File: config.mk
export PLATFORM = sky130hd
export DESIGN_NAME = vip_stream_top
export DESIGN_NICKNAME = d
export VERILOG_FILES = /design/src/rtl/vip_stream_top.sv
export SDC_FILE = /design/constraint.sdc
export NUM_CORES = 1
export LEC_CHECK = 0
export BUFFER_PORTS_ARGS = -buffer_cell sky130_fd_sc_hd__clkbuf_2
export CAP_MARGIN = 5
export CORE_MARGIN = 4
export CORE_UTILIZATION = 30
export CTS_CLUSTER_SIZE = 16
export DETAILED_ROUTE_END_ITERATION = 7
export PLACE_DENSITY_LB_ADDON = 0.3
export SYNTH_ARGS = -nofsm -noshare
export SYNTH_HDL_FRONTEND = slang
export SYNTH_SLANG_ARGS = --single-unit
File: constraint.sdc
create_clock -name clock -period 8.5 [get_ports clock]
set_input_delay 0.85 -clock clock [delete_from_list [all_inputs] [get_ports clock]]
set_output_delay 0.85 -clock clock [all_outputs]
set_load 0.005 [all_outputs]
File: src/rtl/vip_stream_top.sv
//==============================================================================
// Module      : vip_stream_top
// Description : Pixel stream block: input FIFO -> 3-stage pixel pipeline -> output FIFO
// Revision    : 1.0 - initial release
//==============================================================================
`timescale 1ns/1ps
`default_nettype none

module vip_stream_top #(
  parameter int CH_WIDTH = 8,
  parameter int IN_AW    = 4,
  parameter int OUT_AW   = 4
) (
  input  logic                    clock,
  input  logic                    reset,
  input  logic [3*CH_WIDTH-1:0]   fifo_in_data,
  input  logic                    fifo_in_wrreq,
  output logic                    fifo_in_full,
  output logic [IN_AW:0]          fifo_in_usedw,
  output logic [3*CH_WIDTH-1:0]   fifo_out_data,
  input  logic                    fifo_out_rdreq,
  output logic                    fifo_out_empty,
  output logic [OUT_AW:0]         fifo_out_usedw,
  input  logic [1:0]              mode,
  input  logic                    clear_flags,
  output logic                    overflow,
  output logic                    underflow
);

  localparam int c_DWIDTH = 3 * CH_WIDTH;
  localparam int c_PW     = CH_WIDTH + 10;
  localparam int c_IN_DEPTH  = 1 << IN_AW;
  localparam int c_OUT_DEPTH = 1 << OUT_AW;
  localparam logic [IN_AW:0]    c_IN_FULL   = {1'b1, {IN_AW{1'b0}}};
  localparam logic [OUT_AW+1:0] c_OUT_LIMIT = {2'b01, {OUT_AW{1'b0}}};
  localparam logic [1:0] c_MODE_INV  = 2'd1;
  localparam logic [1:0] c_MODE_GRAY = 2'd2;
  localparam logic [c_PW-1:0] c_COEF_R = c_PW'(77);
  localparam logic [c_PW-1:0] c_COEF_G = c_PW'(150);
  localparam logic [c_PW-1:0] c_COEF_B = c_PW'(29);

  // ---------------- input FIFO ----------------
  logic [c_DWIDTH-1:0] r_in_mem [c_IN_DEPTH];
  logic [IN_AW-1:0]    r_in_wptr;
  logic [IN_AW-1:0]    r_in_rptr;
  logic [IN_AW:0]      r_in_cnt;
  logic                w_in_full;
  logic                w_in_wr;
  logic                w_pop;

  // ---------------- pipeline ----------------
  logic                r_s0_v, r_s1_v, r_s2_v;
  logic [c_DWIDTH-1:0] r_s0_data, r_s1_data, r_s2_data;
  logic [1:0]          r_s0_mode, r_s1_mode;
  logic [c_PW-1:0]     r_s1_pr, r_s1_pg, r_s1_pb;
  logic [c_PW-1:0]     w_sum;
  logic [CH_WIDTH-1:0] w_y;
  logic [c_DWIDTH-1:0] w_s2_next;
  logic [OUT_AW+1:0]   w_out_occ;

  // ---------------- output FIFO ----------------
  logic [c_DWIDTH-1:0] r_out_mem [c_OUT_DEPTH];
  logic [OUT_AW-1:0]   r_out_wptr;
  logic [OUT_AW-1:0]   r_out_rptr;
  logic [OUT_AW:0]     r_out_cnt;
  logic [c_DWIDTH-1:0] r_out_data;
  logic                w_out_empty;
  logic                w_out_rd;
  logic                r_overflow;
  logic                r_underflow;

  assign w_in_full   = (r_in_cnt == c_IN_FULL);
  assign w_in_wr     = fifo_in_wrreq & ~w_in_full;
  assign w_out_empty = (r_out_cnt == '0);
  assign w_out_rd    = fifo_out_rdreq & ~w_out_empty;

  // Words already in the pipeline count against output space, so the output FIFO never overflows.
  assign w_out_occ = {1'b0, r_out_cnt} + {{(OUT_AW+1){1'b0}}, r_s0_v}
                   + {{(OUT_AW+1){1'b0}}, r_s1_v} + {{(OUT_AW+1){1'b0}}, r_s2_v};
  assign w_pop     = (r_in_cnt != '0) && (w_out_occ < c_OUT_LIMIT);

  always_ff @(posedge clock) begin
    if (w_in_wr) r_in_mem[r_in_wptr] <= fifo_in_data;
  end

  always_ff @(posedge clock) begin
    if (reset) begin
      r_in_wptr <= '0;
      r_in_rptr <= '0;
      r_in_cnt  <= '0;
    end else begin
      if (w_in_wr) r_in_wptr <= r_in_wptr + IN_AW'(1);
      if (w_pop)   r_in_rptr <= r_in_rptr + IN_AW'(1);
      case ({w_in_wr, w_pop})
        2'b10:   r_in_cnt <= r_in_cnt + (IN_AW+1)'(1);
        2'b01:   r_in_cnt <= r_in_cnt - (IN_AW+1)'(1);
        default: r_in_cnt <= r_in_cnt;
      endcase
    end
  end

  always_ff @(posedge clock) begin
    if (reset) begin
      r_s0_v <= 1'b0;
      r_s1_v <= 1'b0;
      r_s2_v <= 1'b0;
    end else begin
      r_s0_v <= w_pop;
      r_s1_v <= r_s0_v;
      r_s2_v <= r_s1_v;
    end
  end

  // Mode is captured at pop and carried along so later mode changes leave this word alone.
  always_ff @(posedge clock) begin
    if (w_pop) begin
      r_s0_data <= r_in_mem[r_in_rptr];
      r_s0_mode <= mode;
    end
    r_s1_data <= r_s0_data;
    r_s1_mode <= r_s0_mode;
    r_s1_pr   <= c_COEF_R * {{10{1'b0}}, r_s0_data[3*CH_WIDTH-1:2*CH_WIDTH]};
    r_s1_pg   <= c_COEF_G * {{10{1'b0}}, r_s0_data[2*CH_WIDTH-1:CH_WIDTH]};
    r_s1_pb   <= c_COEF_B * {{10{1'b0}}, r_s0_data[CH_WIDTH-1:0]};
    r_s2_data <= w_s2_next;
  end

  assign w_sum = r_s1_pr + r_s1_pg + r_s1_pb;
  assign w_y   = CH_WIDTH'(w_sum >> 8);

  always_comb begin
    w_s2_next = r_s1_data;
    case (r_s1_mode)
      c_MODE_INV:  w_s2_next = ~r_s1_data;
      c_MODE_GRAY: w_s2_next = {w_y, w_y, w_y};
      default:     w_s2_next = r_s1_data;
    endcase
  end

  always_ff @(posedge clock) begin
    if (r_s2_v) r_out_mem[r_out_wptr] <= r_s2_data;
  end

  always_ff @(posedge clock) begin
    if (reset) begin
      r_out_wptr <= '0;
      r_out_rptr <= '0;
      r_out_cnt  <= '0;
      r_out_data <= '0;
    end else begin
      if (r_s2_v) r_out_wptr <= r_out_wptr + OUT_AW'(1);
      if (w_out_rd) begin
        r_out_rptr <= r_out_rptr + OUT_AW'(1);
        r_out_data <= r_out_mem[r_out_rptr];
      end
      case ({r_s2_v, w_out_rd})
        2'b10:   r_out_cnt <= r_out_cnt + (OUT_AW+1)'(1);
        2'b01:   r_out_cnt <= r_out_cnt - (OUT_AW+1)'(1);
        default: r_out_cnt <= r_out_cnt;
      endcase
    end
  end

  // A new error event wins over a simultaneous clear.
  always_ff @(posedge clock) begin
    if (reset) begin
      r_overflow  <= 1'b0;
      r_underflow <= 1'b0;
    end else begin
      r_overflow  <= (fifo_in_wrreq & w_in_full) | (r_overflow & ~clear_flags);
      r_underflow <= (fifo_out_rdreq & w_out_empty) | (r_underflow & ~clear_flags);
    end
  end

  assign fifo_in_full   = w_in_full;
  assign fifo_in_usedw  = r_in_cnt;
  assign fifo_out_data  = r_out_data;
  assign fifo_out_empty = w_out_empty;
  assign fifo_out_usedw = r_out_cnt;
  assign overflow       = r_overflow;
  assign underflow      = r_underflow;

endmodule

`default_nettype wire

==> results of run 1 <==
[cells by family (layout without fill, tap and decap cells)]
family	count (synthesis)	after routing	synth area share [%]
DFF	937	937	70.5
and+or+nand+nor	269	269	3.28
muxes	244	244	14.4
adders and majority gates	175	175	6.59
buffers and inverters	166	377	1.89
AOI/OAI and AO/OA	128	128	2.10
xor gates and xnor gates	54	54	1.25
other	0	2	0
[critical path: cells and delay by family, from the launching register on]
kind / cells / cell delay [ns]
xor gates and xnor gates: 1 / 0.14
adders and majority gates: 4 / 1.33
AOI/OAI and AO/OA: 5 / 0.73
DFF: 1 / 0.48
and+or+nand+nor: 2 / 0.37
buffers and inverters: 5 / 0.80
[layer usage]
metal / global-route usage [%] / vias to the layer above
li1: - / 8050
met1: 16.7 / 9453
met2: 22.1 / 379
met3: 2.74 / 116
met4: 3.14 / 8
met5: 0 / -
[report_power, final]
part	leakage [uW]	switching, uW	internal [uW]
registers	0.00840	615	5820
clock network	0.00152	1740	2380
logic	0.00462	3500	3120
[cell usage in the layout, fill, tap and decap left out, types with 10 or more instances in the layout]
master / count
edfxtp_1: 794
mux4_2: 240
dfxtp_1: 137
ha_1: 134
nand2_1: 102
clkbuf_16: 96
inv_1: 86
clkbuf_2: 69
nor2_1: 63
a21oi_1: 63
buf_4: 46
fa_1: 41
xnor2_1: 29
xor2_1: 25
clkbuf_1: 24
clkinv_2: 20
and2_1: 17
o21ai_0: 13
nand3_1: 12
a21o_1: 12
nor3b_1: 11
nor2_4: 10
[how the worst min path moves through the flow]
stage,to,from,slack [ns]
floorplan,r_s1_mode[0]$_DFF_P_,r_s0_mode[0]$_DFFE_PP_,0.32
global placement,r_s1_mode[0]$_DFF_P_,r_s0_mode[0]$_DFFE_PP_,0.33
detailed placement,r_s1_mode[0]$_DFF_P_,r_s0_mode[0]$_DFFE_PP_,0.33
CTS,r_s1_mode[0]$_DFF_P_,r_s0_mode[0]$_DFFE_PP_,0.34
global route,r_s1_mode[1]$_DFF_P_,r_s0_mode[1]$_DFFE_PP_,0.36
finish,r_s1_mode[0]$_DFF_P_,r_s0_mode[0]$_DFFE_PP_,0.34
[through the flow]
step | worst slack (ns) | cells | util [%] | cell area [sq um]
CTS | 4.54 | 3834 | 34.6 | 43500
detailed placement | 4.56 | 3658 | 32.1 | 40400
finish | 4.56 | 3836 | 34.6 | 43500
global route | 4.29 | 3834 | 34.6 | 43500
global placement | 4.58 | 3658 | 32.1 | 40400
floorplan | 3.88 | 1973 | - | 37900
[flip-flops by register name, summed over array words and instances, names as in the netlist, 4 cells and up]
register	flops
r_s1_data	24
r_s1_pg	14
r_in_wptr	4
fifo_out_data	24
r_in_rptr	4
r_in_mem	384
fifo_in_usedw	5
r_out_mem	384
r_s1_pr	13
r_out_rptr	4
r_s2_data	24
r_out_wptr	4
r_s0_data	24
fifo_out_usedw	5
r_s1_pb	11
[final cells by class]
| class | count | area [sq um] |
|---|---|---|
| clock inverter | 50 | 526 |
| tap | 1650 | 2060 |
| sequential | 937 | 26700 |
| antenna | 2 | 5.00 |
| clock buffer | 126 | 2570 |
| multi-input combinational | 870 | 10600 |
| inverter | 87 | 327 |
| timing repair buffer | 114 | 686 |
| fill | 11700 | 82100 |
==> metrics.md, run 1 <==
| Metric | Value |
|---|---|
| Slew Limit Headroom | `31.8%` |
| Layout cell share with drive strength beyond 1 | `24.1%` |
| Most frequent cell after synthesis | `edfxtp_1` |
| Initial DRC Count | `1459` |
| CTS H-tree depth | `3` |
| Worst hold path depth | `0` |
| Clk_lat worst skew | `0.69 ns` |
| Die X-Extent | `363 um` |
| PwrDens | `395 nW/um^2` |
| Wire length on met2 | `42.2 mm` |
| Drt total wl | `83.7 mm` |
| Final period util | `46.3%` |
| Final hold vios | `0` |
| # DRC | `0` |
| LEAKAGE | `0.0145 uW` |
| Die area | `132000 sq um` |
| CP required | `9.12 ns` |
| Longest Clk Path Bufs | `3` |
| Primary FF master, synth | `edfxtp_1` |
| Initial Util | `30.2%` |
| Top-area cell type share of the netlist area | `62.9%` |
| Post-synth EDFFs | `794` |
| Clock slew at reported path FFs | `0.06 ns` |
| Maximum operating frequency | `254 MHz` |
| Seq/Total Area, Yosys | `70.5%` |
| Cell count after synthesis | `1973` |
| DR WL/cell | `21.8 um` |
| Worst-path fanout max | `32` |
| Dominant cells by area after synthesis | `edfxtp_1 (63%), mux4_2 (14%), dfxtp_1 (7.6%), ha_1 (4.4%), fa_1 (2.2%)` |
| Unrepaired setup endpoints after global routing | `false` |
| First-pass GRT wire length | `125 mm` |
| Data arrival time of the worst path | `4.55 ns` |
| CP Capture Type | `flip-flop` |
| CTS sink count | `937` |
| Root buffer cell | `clkbuf_16` |
| Startpoint types | `flip-flop` |
| Uppermost routed layer | `met5` |
| Synth warn | `0` |
| Synth Net Count | `2179` |
| Crit path cell chain | `inv_1 -> fa_1 -> inv_1 -> ha_1 -> nand2_1 -> o21bai_1 -> a311oi_4 -> buf_4 -> ha_1 -> inv_1 -> fa_1 -> inv_1 -> a21o_1 -> a21oi_1 -> xnor2_1 -> or3_1 -> a21oi_1` |
| Cell mode on critical path | `inv_1` |
| Slowest CP cell | `dfxtp_1` |
| Worst VDD drop | `0.301 mV` |
| CP max stage delay | `0.48 ns` |
| Crit path to | `fifo_in_usedw[4]$_SDFFE_PP0P_` |
| Synthesis-stage register bit count | `937` |
| Initial antenna violation count | `10` |
| M1 WL | `35.8 mm` |
| Post-synth top cells | `edfxtp_1 (794), mux4_2 (240), dfxtp_1 (143), ha_1 (134), nand2_1 (102)` |
| Leading area contributor after synthesis | `edfxtp_1` |
| Largest net degree at the start of global routing | `59` |
| Tightest Pin Transition | `1.02 ns` |
| WS Path Type | `flip-flop to flip-flop` |
| FF-to-FF Start | `r_s2_v$_SDFF_PP0_` |
| Hold_buf cts | `0` |
| Overall Power | `17200 uW` |
| Hold_ws | `0.339 ns` |
| Top Ports | `69` |
| Gr usage total | `12.9%` |
| Number of gates resized after cts | `0` |
| Skew final | `0.0189 ns` |
| Hold Path Class | `flip-flop to flip-flop` |
| Period minus WS final | `3.94 ns` |
| Post-CTS Setup Inserts | `0` |
| Die Span Y | `363 um` |
| Row count | `130` |
| Vias in the first global route | `19000` |
| Core Area | `126000 sq um` |
| Final Max Slew Viols | `0` |
| Syn Area/Cell | `19.2 sq um` |
| Layout Nets | `2311` |
| Ys async rst share | `0%` |
| Area Growth Syn to Fin | `14.7%` |
| RD Place Congestion | `0.782` |
| DR vias | `18000` |
| Status | `completed` |
| Post-DP HPWL | `47.0 mm` |
| Mapped cell area | `37900 sq um` |
| Number of max-cap violations | `0` |
| Antenna Violating Nets Remaining | `0` |
| TNS Setup | `0 ns` |
| Netlist cell types | `54` |
| Overflow after GRT | `0` |
| Wire length on met3 | `4.01 mm` |
| Setup slack, reg-to-reg | `4.56 ns` |
| R2R depth | `17` |
| TritonCTS clock tree | `done` |
| Crit. Startpoint | `r_s2_v$_SDFF_PP0_` |
| Total CTS buffers | `95` |
| RR Endpoint | `fifo_in_usedw[4]$_SDFFE_PP0P_` |
| Vias per inst | `4.69` |
| Endpoints failing setup | `0` |
| Pre-antenna DRT Iters | `5` |
| Port Buffers | `68` |
Note: power is estimated with default switching activity, not from simulation.
==> run 2: changes to the inputs <==
Settings changed: ABC_AREA from default to 1.
Clock period 8.5 ns to 4.1 ns, I/O delays scaled along.
==> run 2 against run 1 <==
Effect of this change: hold slack got worse by 0.24 ns; clock skew rose by 0.012 ns; register-to-register slack got worse by 3.8 ns; setup slack got worse by 3.8 ns; cell count rose by 35%; global-route usage rose by 1.6 points; combinational power rose to 2.6 times the previous value; total power rose by 130%.
==> metrics.md, run 2 <==
| Metric | Value |
|---|---|
| Dominant cells by area after synthesis | `edfxtp_1 (60%), dfxtp_1 (7.2%), ha_1 (4.2%), nor2_1 (4.1%), o211ai_1 (3.7%)` |
| CP Capture Type | `flip-flop` |
| Commonest non-fill, non-tap cell in the layout | `edfxtp_1` |
| Number of gates resized after cts | `0 (unchanged)` |
| Worst setup margin | `0.732 ns (-3.83 ns)` |
| Initial DRC Count | `2124 (+46%)` |
| Fillers | `12900 (+10%)` |
| Clk_lat worst skew | `0.72 ns (+0.03 ns)` |
| Clock slew at reported path FFs | `0.06 ns (about the same)` |
| TNS Setup | `0 ns (unchanged)` |
| Synth warn | `0 (unchanged)` |
| Row count | `133 (+2.3%)` |
| DR WL/cell | `19.6 um (-10%)` |
| Most frequent cells in the layout | `edfxtp_1 (794), nor2_1 (402), inv_1 (296)` |
| RD Place Congestion | `0.819 (+4.7%)` |
| Hold_sp | `fifo_in_data[18]` |
| Drt total wl | `101 mm (+21%)` |
| Overflow after GRT | `0 (unchanged)` |
| Hold_buf cts | `5 (+5)` |
| Maximum operating frequency | `297 MHz (+17%)` |
| CTS H-tree depth | `3 (unchanged)` |
| First-pass GRT wire length | `151 mm (+21%)` |
| PwrDens | `867 nW/um^2 (+120%)` |
| Port Buffers | `68 (unchanged)` |
| Post-CTS Setup Inserts | `0 (unchanged)` |
| Post-synth EDFFs | `794 (unchanged)` |
| FF+latch area | `26700 sq um (unchanged)` |
| Largest registers | `r_in_mem (384), r_out_mem (384)` |
| Netlist cell types | `33 (-39%)` |
| # DRC | `0 (unchanged)` |
| Hold Path Class | `input port to flip-flop` |
| Post-synth top cells | `edfxtp_1 (794), nor2_1 (434), inv_1 (297), o21ai_0 (286), a21oi_1 (206)` |
| Hold_ws | `0.0972 ns (-0.242 ns)` |
| Gr usage total | `14.5% (+1.6 points)` |
| Cell count after placement | `4967 (+36%)` |
| Synth Net Count | `3457 (+59%)` |
| Top-area cell type share of the netlist area | `59.8% (-3.1 points)` |
| Post-DP HPWL | `58.0 mm (+23%)` |
| CTS sink count | `937 (unchanged)` |
| Final non-filler cell total | `5161 (+35%)` |
| Root buffer cell | `clkbuf_16` |
| Number of max-cap violations | `0 (unchanged)` |
| Skew final | `0.0307 ns (+0.0118 ns)` |
| Endpoints failing setup | `0 (unchanged)` |
| Die Span Y | `372 um (+2.5%)` |
| Top Ports | `69 (unchanged)` |
| Final period util | `82.2% (+36 points)` |
| Pre-antenna DRT Iters | `5 (unchanged)` |
| Worst-path fanout max | `5 (-84%)` |
| Setup slack, reg-to-reg | `0.73 ns (-3.83 ns)` |
| Dpl ws | `0.764 ns (-3.79 ns)` |
| Synthesis-stage register bit count | `937 (unchanged)` |
| Ys async rst share | `0% (unchanged)` |
| Layout Utilization | `34.7% (+0.058 points)` |
| Tightest Pin Transition | `1.30 ns (+0.272 ns)` |
| Antenna Violating Nets Remaining | `0 (unchanged)` |
| Final hold vios | `0 (unchanged)` |
| Initial Util | `30.2% (+0.072 points)` |
| Worst VDD drop | `0.764 mV (+150%)` |
| Initial antenna violation count | `3 (-7)` |
| Area Growth Syn to Fin | `14.7% (about the same)` |
| Largest net degree at the start of global routing | `195 (+230%)` |
| Vias in the first global route | `23600 (+24%)` |
| Vias per inst | `4.75 (+1.1%)` |
| Primary FF master, synth | `edfxtp_1` |
| Die area | `139000 sq um (+5.1%)` |
| Most frequent cell after synthesis | `edfxtp_1` |
| Layout Nets | `3524 (+52%)` |
| Layout cell share with drive strength beyond 1 | `8.93% (-15 points)` |
| Period minus WS final | `3.37 ns (-0.571 ns)` |
| DR vias | `24500 (+36%)` |
| WS Path Type | `flip-flop to flip-flop` |
| Cell count after synthesis | `3251 (+65%)` |
| Mapped cell area | `39900 sq um (+5.2%)` |
| Unrepaired setup endpoints after global routing | `false` |
| LEAKAGE | `0.0165 uW (+13%)` |
| Core Area | `132000 sq um (+5.0%)` |
| Startpoint types | `flip-flop` |
| Seq/Total Area, Yosys | `67.0% (-3.5 points)` |
| Area occupied by multi-input gates | `11500 sq um (+8.5%)` |
| Syn Area/Cell | `12.3 sq um (-36%)` |
| FF-to-FF Start | `r_s0_data[21]$_DFFE_PP_` |
| Longest Clk Path Bufs | `3 (unchanged)` |
| Leading area contributor after synthesis | `edfxtp_1` |
| CP required | `4.69 ns (-4.43 ns)` |
| TritonCTS clock tree | `done` |
| Die X-Extent | `372 um (+2.5%)` |
| Data arrival time of the worst path | `3.96 ns (-0.59 ns)` |
| Status | `completed` |
| Crit. Startpoint | `r_s0_data[21]$_DFFE_PP_` |
| Slew Limit Headroom | `13.6% (-18 points)` |
| Final Max Slew Viols | `0 (unchanged)` |
| Total CTS buffers | `99 (+4.2%)` |
[run 2: cells by family (layout without fill, tap and decap cells)]
family | Yosys count | count (layout) | synth area share (%)
AO/OA/AOI/OAI | 751 | 751 | 10.7
XOR/XNOR | 37 | 37 | 0.813
adder cells (fa/ha/maj) | 175 | 175 | 6.27
buffers and inverters | 466 | 619 | 4.82
flip-flops | 937 | 937 | 67.0
multiplexers | 96 | 96 | 2.41
other | 0 | 2 | 0
AND/OR/NAND/NOR | 789 | 789 | 7.95
[run 2: stage by stage]
stage | total power, uW | cell area (sq um)
after CTS | 40100 | 45700
after global placement | 31000 | 42400
after floorplan | 26200 | 39900
final | 39600 | 45700
after global routing | 43000 | 45700
after detailed placement | 31100 | 42400
[run 2: worst paths after layout]
check | endpoint | cells past startpoint
max | r_s1_pr[11]$_DFF_P_ | 13
max reg2reg | r_s1_pr[11]$_DFF_P_ | 13
min | r_in_mem[0][18]$_DFFE_PP_ | 1
min reg2reg | r_s1_mode[1]$_DFF_P_ | 0
[run 2: layout make-up]
cell class              instances  share of cell area, %
clock inverters                44                   1.04
diodes                          2                 0.0110
well taps                    1755                   4.81
inverters                     302                   2.50
repair buffers                130                   2.06
flip-flops and latches        937                   58.5
multi-input cells            1848                   25.1
clock buffers                 143                   6.00
[run 2: critical path: stages, from the launching register on]
cell,delay [ns]
edfxtp_1,0.51
ha_1,0.33
ha_1,0.28
inv_1,0.05
fa_1,0.45
fa_1,0.49
inv_1,0.04
ha_1,0.35
nand2_1,0.09
o21ai_0,0.28
a21oi_1,0.11
nor2_1,0.10
nor2_1,0.06
xnor2_1,0.12
[run 2: where the power goes]
part	switching (uW)	internal, uW	total, uW	leakage (uW)
Clock	3790	5010	8810	0.00154
Combinational	10600	6520	17200	0.00653
Sequential	1420	12200	13600	0.00839
[run 2: layer usage]
layer | vias to the layer above | track usage, % | wire [um]
met5 | - | 0 | 20
met4 | 2 | 4.24 | 2470
met3 | 130 | 2.96 | 5450
met2 | 552 | 23.2 | 47000
met1 | 12100 | 20.0 | 46000
li1 | 11700 | - | -
